==> src/rtl/encoded_byte_serializer.sv <==
// encoded_byte_serializer
//   Buffers encoded bytes from the convolutional encoder in a small FIFO and
//   sends each one as an 11-bit frame on a single line:
//   start(0), 8 data bits MSB first, even parity, stop(1).
//   Every bit is held for BIT_CYCLES clocks; frames go out back-to-back while
//   the FIFO holds data.
//
// Parameters
//   FIFO_DEPTH : FIFO entries (power of 2, >= 2)
//   BIT_CYCLES : clocks per serial bit (>= 1)
//
// Ports
//   clk           : system clock, rising edge
//   rst           : asynchronous active-high reset
//   encodedOutput : byte from the encoder stage
//   encodedValid  : encodedOutput holds a byte to transfer
//   encodedReady  : a byte can be accepted this cycle
//   txData        : serial line, idles high (registered)
//   txBusy        : a frame is in progress (registered)
//   fifoCount     : bytes currently buffered (registered)
module encoded_byte_serializer #(
    parameter int FIFO_DEPTH = 4,
    parameter int BIT_CYCLES = 4
) (
    input  logic                          clk,
    input  logic                          rst,
    input  logic [7:0]                    encodedOutput,
    input  logic                          encodedValid,
    output logic                          encodedReady,
    output logic                          txData,
    output logic                          txBusy,
    output logic [$clog2(FIFO_DEPTH):0]   fifoCount
);

    localparam int PTR_W = $clog2(FIFO_DEPTH);
    localparam int CNT_W = PTR_W + 1;
    localparam int CYC_W = (BIT_CYCLES > 1) ? $clog2(BIT_CYCLES) : 1;
    localparam logic [CNT_W-1:0] FULL     = CNT_W'(FIFO_DEPTH);
    localparam logic [CYC_W-1:0] CYC_LAST = CYC_W'(BIT_CYCLES - 1);

    typedef enum logic [2:0] {
        S_IDLE,
        S_START,
        S_DATA,
        S_PARITY,
        S_STOP
    } state_t;

    state_t           r_state;
    state_t           w_state_nxt;
    logic [7:0]       r_mem [FIFO_DEPTH];
    logic [PTR_W-1:0] r_wptr;
    logic [PTR_W-1:0] r_rptr;
    logic [CNT_W-1:0] r_count;
    logic [7:0]       r_shift;
    logic [7:0]       w_shift_nxt;
    logic             r_parity;
    logic             w_parity_nxt;
    logic [CYC_W-1:0] r_cycle;
    logic [CYC_W-1:0] w_cycle_nxt;
    logic [2:0]       r_bitcnt;
    logic [2:0]       w_bitcnt_nxt;
    logic             r_tx;
    logic             w_tx_nxt;
    logic             r_busy;
    logic             w_push;
    logic             w_pop;
    logic             w_have;
    logic             w_bit_end;
    logic [7:0]       w_head;

    assign encodedReady = (r_count < FULL);
    assign txData       = r_tx;
    assign txBusy       = r_busy;
    assign fifoCount    = r_count;

    assign w_push    = encodedValid && encodedReady;
    assign w_have    = (r_count != '0);
    assign w_head    = r_mem[r_rptr];
    assign w_bit_end = (r_cycle == CYC_LAST);

    // Next-state logic. The line value is derived from the *next* state and
    // shift contents so that txData can be registered yet still show the
    // start bit on the same edge that pops the byte.
    always_comb begin
        w_state_nxt  = r_state;
        w_shift_nxt  = r_shift;
        w_parity_nxt = r_parity;
        w_cycle_nxt  = r_cycle;
        w_bitcnt_nxt = r_bitcnt;
        w_pop        = 1'b0;

        if (r_state != S_IDLE) begin
            w_cycle_nxt = w_bit_end ? '0 : r_cycle + 1'b1;
        end

        unique case (r_state)
            S_IDLE: begin
                if (w_have) begin
                    w_pop        = 1'b1;
                    w_shift_nxt  = w_head;
                    w_parity_nxt = ^w_head;
                    w_cycle_nxt  = '0;
                    w_state_nxt  = S_START;
                end
            end
            S_START: begin
                if (w_bit_end) begin
                    w_bitcnt_nxt = '0;
                    w_state_nxt  = S_DATA;
                end
            end
            S_DATA: begin
                if (w_bit_end) begin
                    if (r_bitcnt == 3'd7) begin
                        w_state_nxt = S_PARITY;
                    end else begin
                        w_shift_nxt  = {r_shift[6:0], 1'b0};
                        w_bitcnt_nxt = r_bitcnt + 1'b1;
                    end
                end
            end
            S_PARITY: begin
                if (w_bit_end) begin
                    w_state_nxt = S_STOP;
                end
            end
            S_STOP: begin
                if (w_bit_end) begin
                    if (w_have) begin
                        // chain straight into the next frame, no idle bit
                        w_pop        = 1'b1;
                        w_shift_nxt  = w_head;
                        w_parity_nxt = ^w_head;
                        w_state_nxt  = S_START;
                    end else begin
                        w_state_nxt = S_IDLE;
                    end
                end
            end
            default: begin
                w_state_nxt = S_IDLE;
            end
        endcase

        unique case (w_state_nxt)
            S_START:  w_tx_nxt = 1'b0;
            S_DATA:   w_tx_nxt = w_shift_nxt[7];
            S_PARITY: w_tx_nxt = w_parity_nxt;
            default:  w_tx_nxt = 1'b1;
        endcase
    end

    always_ff @(posedge clk or posedge rst) begin
        if (rst) begin
            r_state  <= S_IDLE;
            r_shift  <= '0;
            r_parity <= 1'b0;
            r_cycle  <= '0;
            r_bitcnt <= '0;
            r_tx     <= 1'b1;
            r_busy   <= 1'b0;
        end else begin
            r_state  <= w_state_nxt;
            r_shift  <= w_shift_nxt;
            r_parity <= w_parity_nxt;
            r_cycle  <= w_cycle_nxt;
            r_bitcnt <= w_bitcnt_nxt;
            r_tx     <= w_tx_nxt;
            r_busy   <= (w_state_nxt != S_IDLE);
        end
    end

    always_ff @(posedge clk or posedge rst) begin
        if (rst) begin
            r_wptr  <= '0;
            r_rptr  <= '0;
            r_count <= '0;
        end else begin
            if (w_push) begin
                r_wptr <= r_wptr + 1'b1;
            end
            if (w_pop) begin
                r_rptr <= r_rptr + 1'b1;
            end
            unique case ({w_push, w_pop})
                2'b10:   r_count <= r_count + 1'b1;
                2'b01:   r_count <= r_count - 1'b1;
                default: r_count <= r_count;
            endcase
        end
    end

    // Storage needs no reset: pointers and count define which entries are live.
    always_ff @(posedge clk) begin
        if (w_push) begin
            r_mem[r_wptr] <= encodedOutput;
        end
    end

endmodule

==> config.mk <==
export PLATFORM = sky130hd
export DESIGN_NAME = encoded_byte_serializer
export DESIGN_NICKNAME = d
export VERILOG_FILES = /design/src/rtl/encoded_byte_serializer.sv
export SDC_FILE = /design/constraint.sdc
export NUM_CORES = 1
export LEC_CHECK = 0
export CORE_ASPECT_RATIO = 0.5
export CORE_UTILIZATION = 25
export CTS_BUF_LIST = sky130_fd_sc_hd__clkbuf_16
export CTS_CLUSTER_DIAMETER = 30
export DETAILED_ROUTE_END_ITERATION = 10
export GPL_ROUTABILITY_DRIVEN = 0
export PLACE_DENSITY = 0.52
export SETUP_SLACK_MARGIN = 0.05
export SYNTH_ARGS = -nofsm -noshare
export SYNTH_HDL_FRONTEND = slang
export SYNTH_SLANG_ARGS = --single-unit
==> constraint.sdc <==
create_clock -name clk -period 2.15 [get_ports clk]
set_input_delay 0.43 -clock clk [delete_from_list [all_inputs] [get_ports clk]]
set_output_delay 0.43 -clock clk [all_outputs]
set_load 0.03 [all_outputs]
# After elaboration in Yosys (flattened, before gate mapping)
# Memories as Yosys holds them, arrays and structs flattened.
# Cells that the tools add are included.
word_totals:
  inputBits: 11
  ff_bits: 26
  ram_bits: 32
  wordCells: 76
  n_memories: 1
mem_list:
  columns: ["memory", "depth", "word_bits", "read_ports", "rd_clocked_by_memory_dff", "write_ports", "line_no", "text"]
  rows:
  - ["r_mem", 4, 8, 1, 0, 1, "51", "logic [7:0] r_mem [FIFO_DEPTH];"]
op_classes:
  n_eq_ne: 15
  n_mux: 31
  n_addsub: 6
  order_cmp: 1
  reduce_logical: 11
ops:
  columns: ["cell", "n"]
  rows:
  - ["$mux W8", 4]
  - ["$mux W3", 9]
  - ["$pmux W8 S3", 1]
  - ["$pmux W3 S5", 1]
  - ["$eq A3 B2 Y1 const B", 4]
  - ["$pmux W3 S2", 2]
  - ["$reduce_bool A3 Y1", 4]
  - ["$mux W2", 4]
  - ["$ne A2 B2 Y1 const B", 4]
  - ["$reduce_and A4 Y1", 2]
  - ["$reduce_xor A8 Y1", 1]
  - ["$mux W1", 7]
  - ["$add A2 B1 Y2 const B", 3]
  - ["$add A3 B1 Y3 const B", 2]
  - ["$eq A3 B1 Y1 const B", 2]
  - ["$eq A3 B3 Y1 const B", 2]
  - ["$eq A2 B2 Y1 const B", 2]
  - ["$pmux W1 S2", 2]
  - ["$reduce_bool A2 Y1", 2]
  - ["$logic_not A3 Y1", 1]
  - ["$lt A3 B3 Y1 const B", 1]
  - ["$pmux W1 S3", 1]
  - ["$sub A3 B1 Y3 const B", 1]
  - ["$eq A2 B1 Y1 const B", 1]
  - ["$logic_and A1 B1 Y1", 1]

# Logic depth before layout (Yosys ltp)
depth:
  ltp_word: 6
  ltp_mapped: 10
  mapped_depth_nobuf: 9

# Worst setup path before layout
# Ideal clock, no wire load.
synth_path:
  kind: "register -> register"
  from: "reg r_cycle[0]"
  to: "reg r_count[2] (netlist: fifoCount[2])"
  path_buffers: 1
  required_time_ps: 2018
  arrival_time_ps: 2150
  synth_period_minus_slack_ps: 2282
  stages_incl_launch_ff: 11
  setup_slack_ps: -132
  setup_ps: 132
  path_cell_list: "dfrtp_1 -> ha_1 -> nor2b_2 -> nor4_2 -> buf_2 -> ha_1 -> inv_1 -> fa_1 -> xor2_1 -> nor2_1 -> xnor2_1"
synth_via:
  elab_chain_cells: 5
  elab_cells_between_ends: 7
  classes_between: "eq/ne (3); mux (3); reduce/logical (1)"
synth_rtl:
  columns: ["element", "line_no", "text"]
  rows:
  - ["start: declaration", "59", "logic [CYC_W-1:0] r_cycle;"]
  - ["start signal: assignment", "167", "r_cycle <= w_cycle_nxt;"]
  - ["$eq A2 B2 Y1 *", "80", "assign w_bit_end = (r_cycle == CYC_LAST);"]
  - ["$mux W1 *", "129", "if (w_bit_end) begin"]
  - ["$pmux W1 S2 *", "97", "unique case (r_state)"]
  - ["named net w_pop", "67", "logic w_pop;"]
  - ["$eq A2 B1 Y1 or $eq A2 B2 Y1 (tied branches)", "186", "unique case ({w_push, w_pop})"]
  - ["$pmux W3 S2 or $reduce_bool A2 Y1 (tied branches)", null, null]
  - ["end signal: assignment", "187", "2'b10: r_count <= r_count + 1'b1;"]
  - ["end signal: assignment", "188", "2'b01: r_count <= r_count - 1'b1;"]
  - ["end signal: assignment", "189", "default: r_count <= r_count;"]
  - ["end: declaration", "54", "logic [CNT_W-1:0] r_count;"]
# Mark *: on every way through the listed nets, which the timed path passes. The rest lies on a longest branch.
# A chain may end at the register's enable or synchronous reset.

# Worst setup path in the final report
layout_path:
  from: "reg r_cycle[0]"
  to: "reg r_count[2] (netlist: fifoCount[2])"
layout_via:
  elab_chain_cells: 5
  elab_cells_between_ends: 7
  classes_between: "eq/ne (3); mux (3); reduce/logical (1)"
layout_rtl:
  columns: ["element", "line_no"]
  rows:
  - ["$eq A2 B2 Y1 *", "80"]
  - ["$mux W1 *", "129"]
  - ["$pmux W1 S2 *", "97"]
  - ["$eq A2 B1 Y1 or $eq A2 B2 Y1 (tied branches)", "186"]
  - ["$pmux W3 S2 or $reduce_bool A2 Y1 (tied branches)", null]
# Every way passes the cells marked *; elsewhere a longest branch is shown, timed or not.

==> qor.csv <==
stage,metric,value,unit
place,Post-DP Area,3012,µm²
timing,unrepaired setup endpoints after global routing,yes,
global_route,All-Layer GR Usage,0.09659,
setup_path,most frequent cell on the critical path,ha_4,
setup_path,WS Path Type,register to register,
outcome,outcome,"finished, final reports clean",
setup_path,crit start category,register,
detailed_routing,DRT Pass-1 Iters,4,
setup_path,reg2reg end,fifoCount[2]$_DFFE_PP0P_,
yosys,Synth area leader,edfxtp_1,
place,PortBufs,16,
global_route,vias in the first global route,1550,
timing,Post-Route Setup TNS,0,ns
timing,Max-slew headroom,0.6777,
setup_path,Worst path max stage delay,0.39,ns
detailed_routing,DRC violations left,0,
timing,final setup fails,0,
layout,Layout fillers,931,
power_and_ir_drop,Worst IR Drop VDD,0.0005231,V
setup_path,Worst Setup End Kind,register,
clocking,clock-pin slew on the worst setup and hold paths,0.05,ns
yosys,top cell type's share of synthesized area,0.3759,
yosys,syn avg cell area,14.78,µm²
layout,area of the multi-input gates,888.4,µm²
setup_path,Crit path max-delay family,adder cells,
yosys,Post-Syn Instances,173,
die,Die ar.,10660,µm²
place,Inst Count DP,331,
layout,Layout area overhead,32.11,%
place,final HPWL from detailed placement,3.161,mm
global_route,grt total ovfl,0,
global_route,pin count of the biggest net entering global routing,27,
clocking,Clock Sinks,58,
yosys,post-synthesis register bit count,58,
timing,post-route clock period utilization,0.9148,
setup_path,WP buf/inv,1,
global_route,initial antenna violation count,0,
yosys,Post-synth EDFFs,32,
die,initial core utilization,0.2636,
detailed_routing,"wirelength, routed",4.637,mm
place,pre-CTS WS,0.1033,ns
yosys,"top cells by area, synth","edfxtp_1 38%, dfrtp_1 24%, mux4_2 7.0%, ha_1 3.9%, xnor2_1 3.8%",
power_and_ir_drop,clock power share,0.285,
yosys,Async SR Flop Fraction,0.4483,
timing,max-slew violations,0,
timing,worst-case clock skew,0.007726,ns
layout,post-route cell area,3377,µm²
job,# Max-Cap Violations,0,
clocking,H-tree levels,3,
setup_path,WP depth,9,
yosys,Synth top cells by count,"32 x edfxtp_1, 25 x dfrtp_1, 17 x inv_1",
yosys,"Top FF cell, synth",edfxtp_1,
yosys,most numerous cell in the Yosys netlist,edfxtp_1,
die,IO Pins,17,
detailed_routing,wire length per cell,13.17,µm
power_and_ir_drop,net switching power figure,1.742,mW
setup_path,R2R depth,9,
detailed_routing,via-per-instance ratio,4.298,
power_and_ir_drop,Int Pwr,3.617,mW
detailed_routing,Post-DRT Antenna Nets,0,
die,Die W,145,µm
layout,# diodes,0,
setup_path,WP data required,2.39,ns
die,core footprint,9697,µm²
power_and_ir_drop,pwr/cell area,1587,nW/µm²
layout,post-route insts no fill,352,
power_and_ir_drop,Reg power frac,0.327,
power_and_ir_drop,Logic pwr share,0.388,
power_and_ir_drop,switching portion of total power,0.3251,
timing,fmax,508.5,MHz
timing,Period minus WS final,1.967,ns
yosys,synthesized area,2556,µm²
timing,PnR worst setup slack,0.1832,ns
timing,final hold violations,0,
layout,Register Area,1613,µm²
clocking,CTS tree,yes,
timing,Worst-Margin Slew,0.4784,ns
worst_hold_path,hold crit path type,primary input to async pin,
layout,final core utilization,0.3483,
setup_path,"Slowest-stage cell, CP",dfrtp_1,
setup_path,CP Cell Sequence,ha_4 -> nor2b_4 -> nor4_4 -> ha_4 -> inv_1 -> fa_2 -> xor2_1 -> nor2_1 -> xnor2_1,
power_and_ir_drop,Leak,1.310,nW
detailed_routing,initial DRC count,142,
yosys,Synth Warn #,0,
clocking,number of CTS-inserted buffers,9,
clocking,CTS Root Cell,clkbuf_16,
yosys,Synthesized Nets,193,
clocking,"Clk Latency, worst-skew pair",0.32,ns
die,Die Ht,73.50,µm
setup_path,flop-to-flop setup slack,0.18,ns
layout,fin nets,232,
layout,layout cells sized above 1,0.2535,
setup_path,RR Startpoint,r_cycle[0]$_DFF_PP0_,
clocking,cts hold-fix bufs,0,
setup_path,CP max FO,4,
die,row count,25,
yosys,register area share after synthesis,0.6309,
clocking,clk buf depth,2,
global_route,first-pass GRT wire length,7.638,mm
detailed_routing,vias post-DR,1513,
setup_path,CP arrival,2.21,ns
yosys,Yosys cell types,39,
==> timing repair <==
item,in CTS,in global routing
buffers inserted,0,5
endpoints found under the hold margin,0,0
gates resized for setup,0,0
endpoints found under the setup margin,0,1
==> sequential cells by signal, summed over array words and instances, names as in the netlist <==
register   count
r_wptr         2
txBusy         1
r_cycle        2
r_shift        8
r_parity       1
r_state        3
r_mem         32
r_rptr         2
fifoCount      3
r_bitcnt       3
txData         1
==> kinds of logic after synthesis <==
logic type | count (synthesis) | share of synthesized area
flops | 58 | 0.6309
simple gates | 31 | 0.07195
compound gates | 27 | 0.08321
mux | 11 | 0.08272
xor+xnor | 13 | 0.04454
buf+inv | 24 | 0.03964
fa+ha+maj | 9 | 0.04699
==> worst register-to-register path: cells and delay by family, from the launching register on <==
| family | cells | cell delay [ns] |
|---|---|---|
| xor+xnor | 2 | 0.28 |
| fa+ha+maj | 3 | 0.68 |
| buf+inv | 1 | 0.05 |
| flops | 1 | 0.39 |
| simple gates | 3 | 0.50 |
==> metrics by stage <==
step | power (mW) | hold WS (ns)
2_1_floorplan | 3.231 | 0.4531
3_3_place_gp | 3.768 | 0.4709
3_5_place_dp | 3.832 | 0.4798
4_1_cts | 5.386 | 0.4702
5_1_grt | 5.732 | 0.5190
6_report | 5.360 | 0.4666
==> how the worst max path moves through the flow <==
stage / start / end
after global placement: encodedValid / fifoCount[2]$_DFFE_PP0P_
after CTS: r_cycle[0]$_DFF_PP0_ / fifoCount[2]$_DFFE_PP0P_
after detailed placement: encodedValid / fifoCount[2]$_DFFE_PP0P_
after floorplan: r_cycle[0]$_DFF_PP0_ / fifoCount[2]$_DFFE_PP0P_
final: r_cycle[0]$_DFF_PP0_ / fifoCount[2]$_DFFE_PP0P_
after global routing: r_cycle[0]$_DFF_PP0_ / fifoCount[2]$_DFFE_PP0P_
==> per-layer routing <==
metal / track usage / wire length, µm
met5: 0 / 0
met4: 0.05319 / 34
met3: 0.03168 / 194
met2: 0.1587 / 2251
met1: 0.1147 / 2157
==> cells in the final DEF, fill, tap and decap left out, types with 2 or more instances in the layout <==
cell type and count:
dfrtp_1 25, mux4_2 8, ha_4 2, nand2b_1 2, xor2_1 2, ha_1 6, clkbuf_16 9, nand2_1 6
xnor2_1 11, nor2b_1 3, o21ai_0 5, edfxtp_1 32, a21oi_1 3, a222oi_1 7, inv_1 17, mux2i_1 2
nor3_1 4, nor3_2 2, and2_1 5, a22o_1 5, clkdlybuf4s50_1 16, nor2_1 3, clkinv_4 3, buf_4 18
bufinv_16 2
==> power by group through the flow <==
stage	logic (mW)	clock network, mW	registers, mW
finish	2.08	1.53	1.75
global route	2.32	1.62	1.79
CTS	2.06	1.56	1.76
detailed placement	2.06	0	1.78
global placement	2.01	0	1.76
floorplan	1.46	0	1.77
==> layout make-up <==
class,count,share of cell area
flip-flops and latches,58,0.4776
multi-input cells,91,0.2631
repair buffers,35,0.09337
clock buffers,9,0.06669
well taps,135,0.05002
clock inverters,7,0.03038
inverters,17,0.01890
Note: power is estimated with default switching activity, not from simulation.
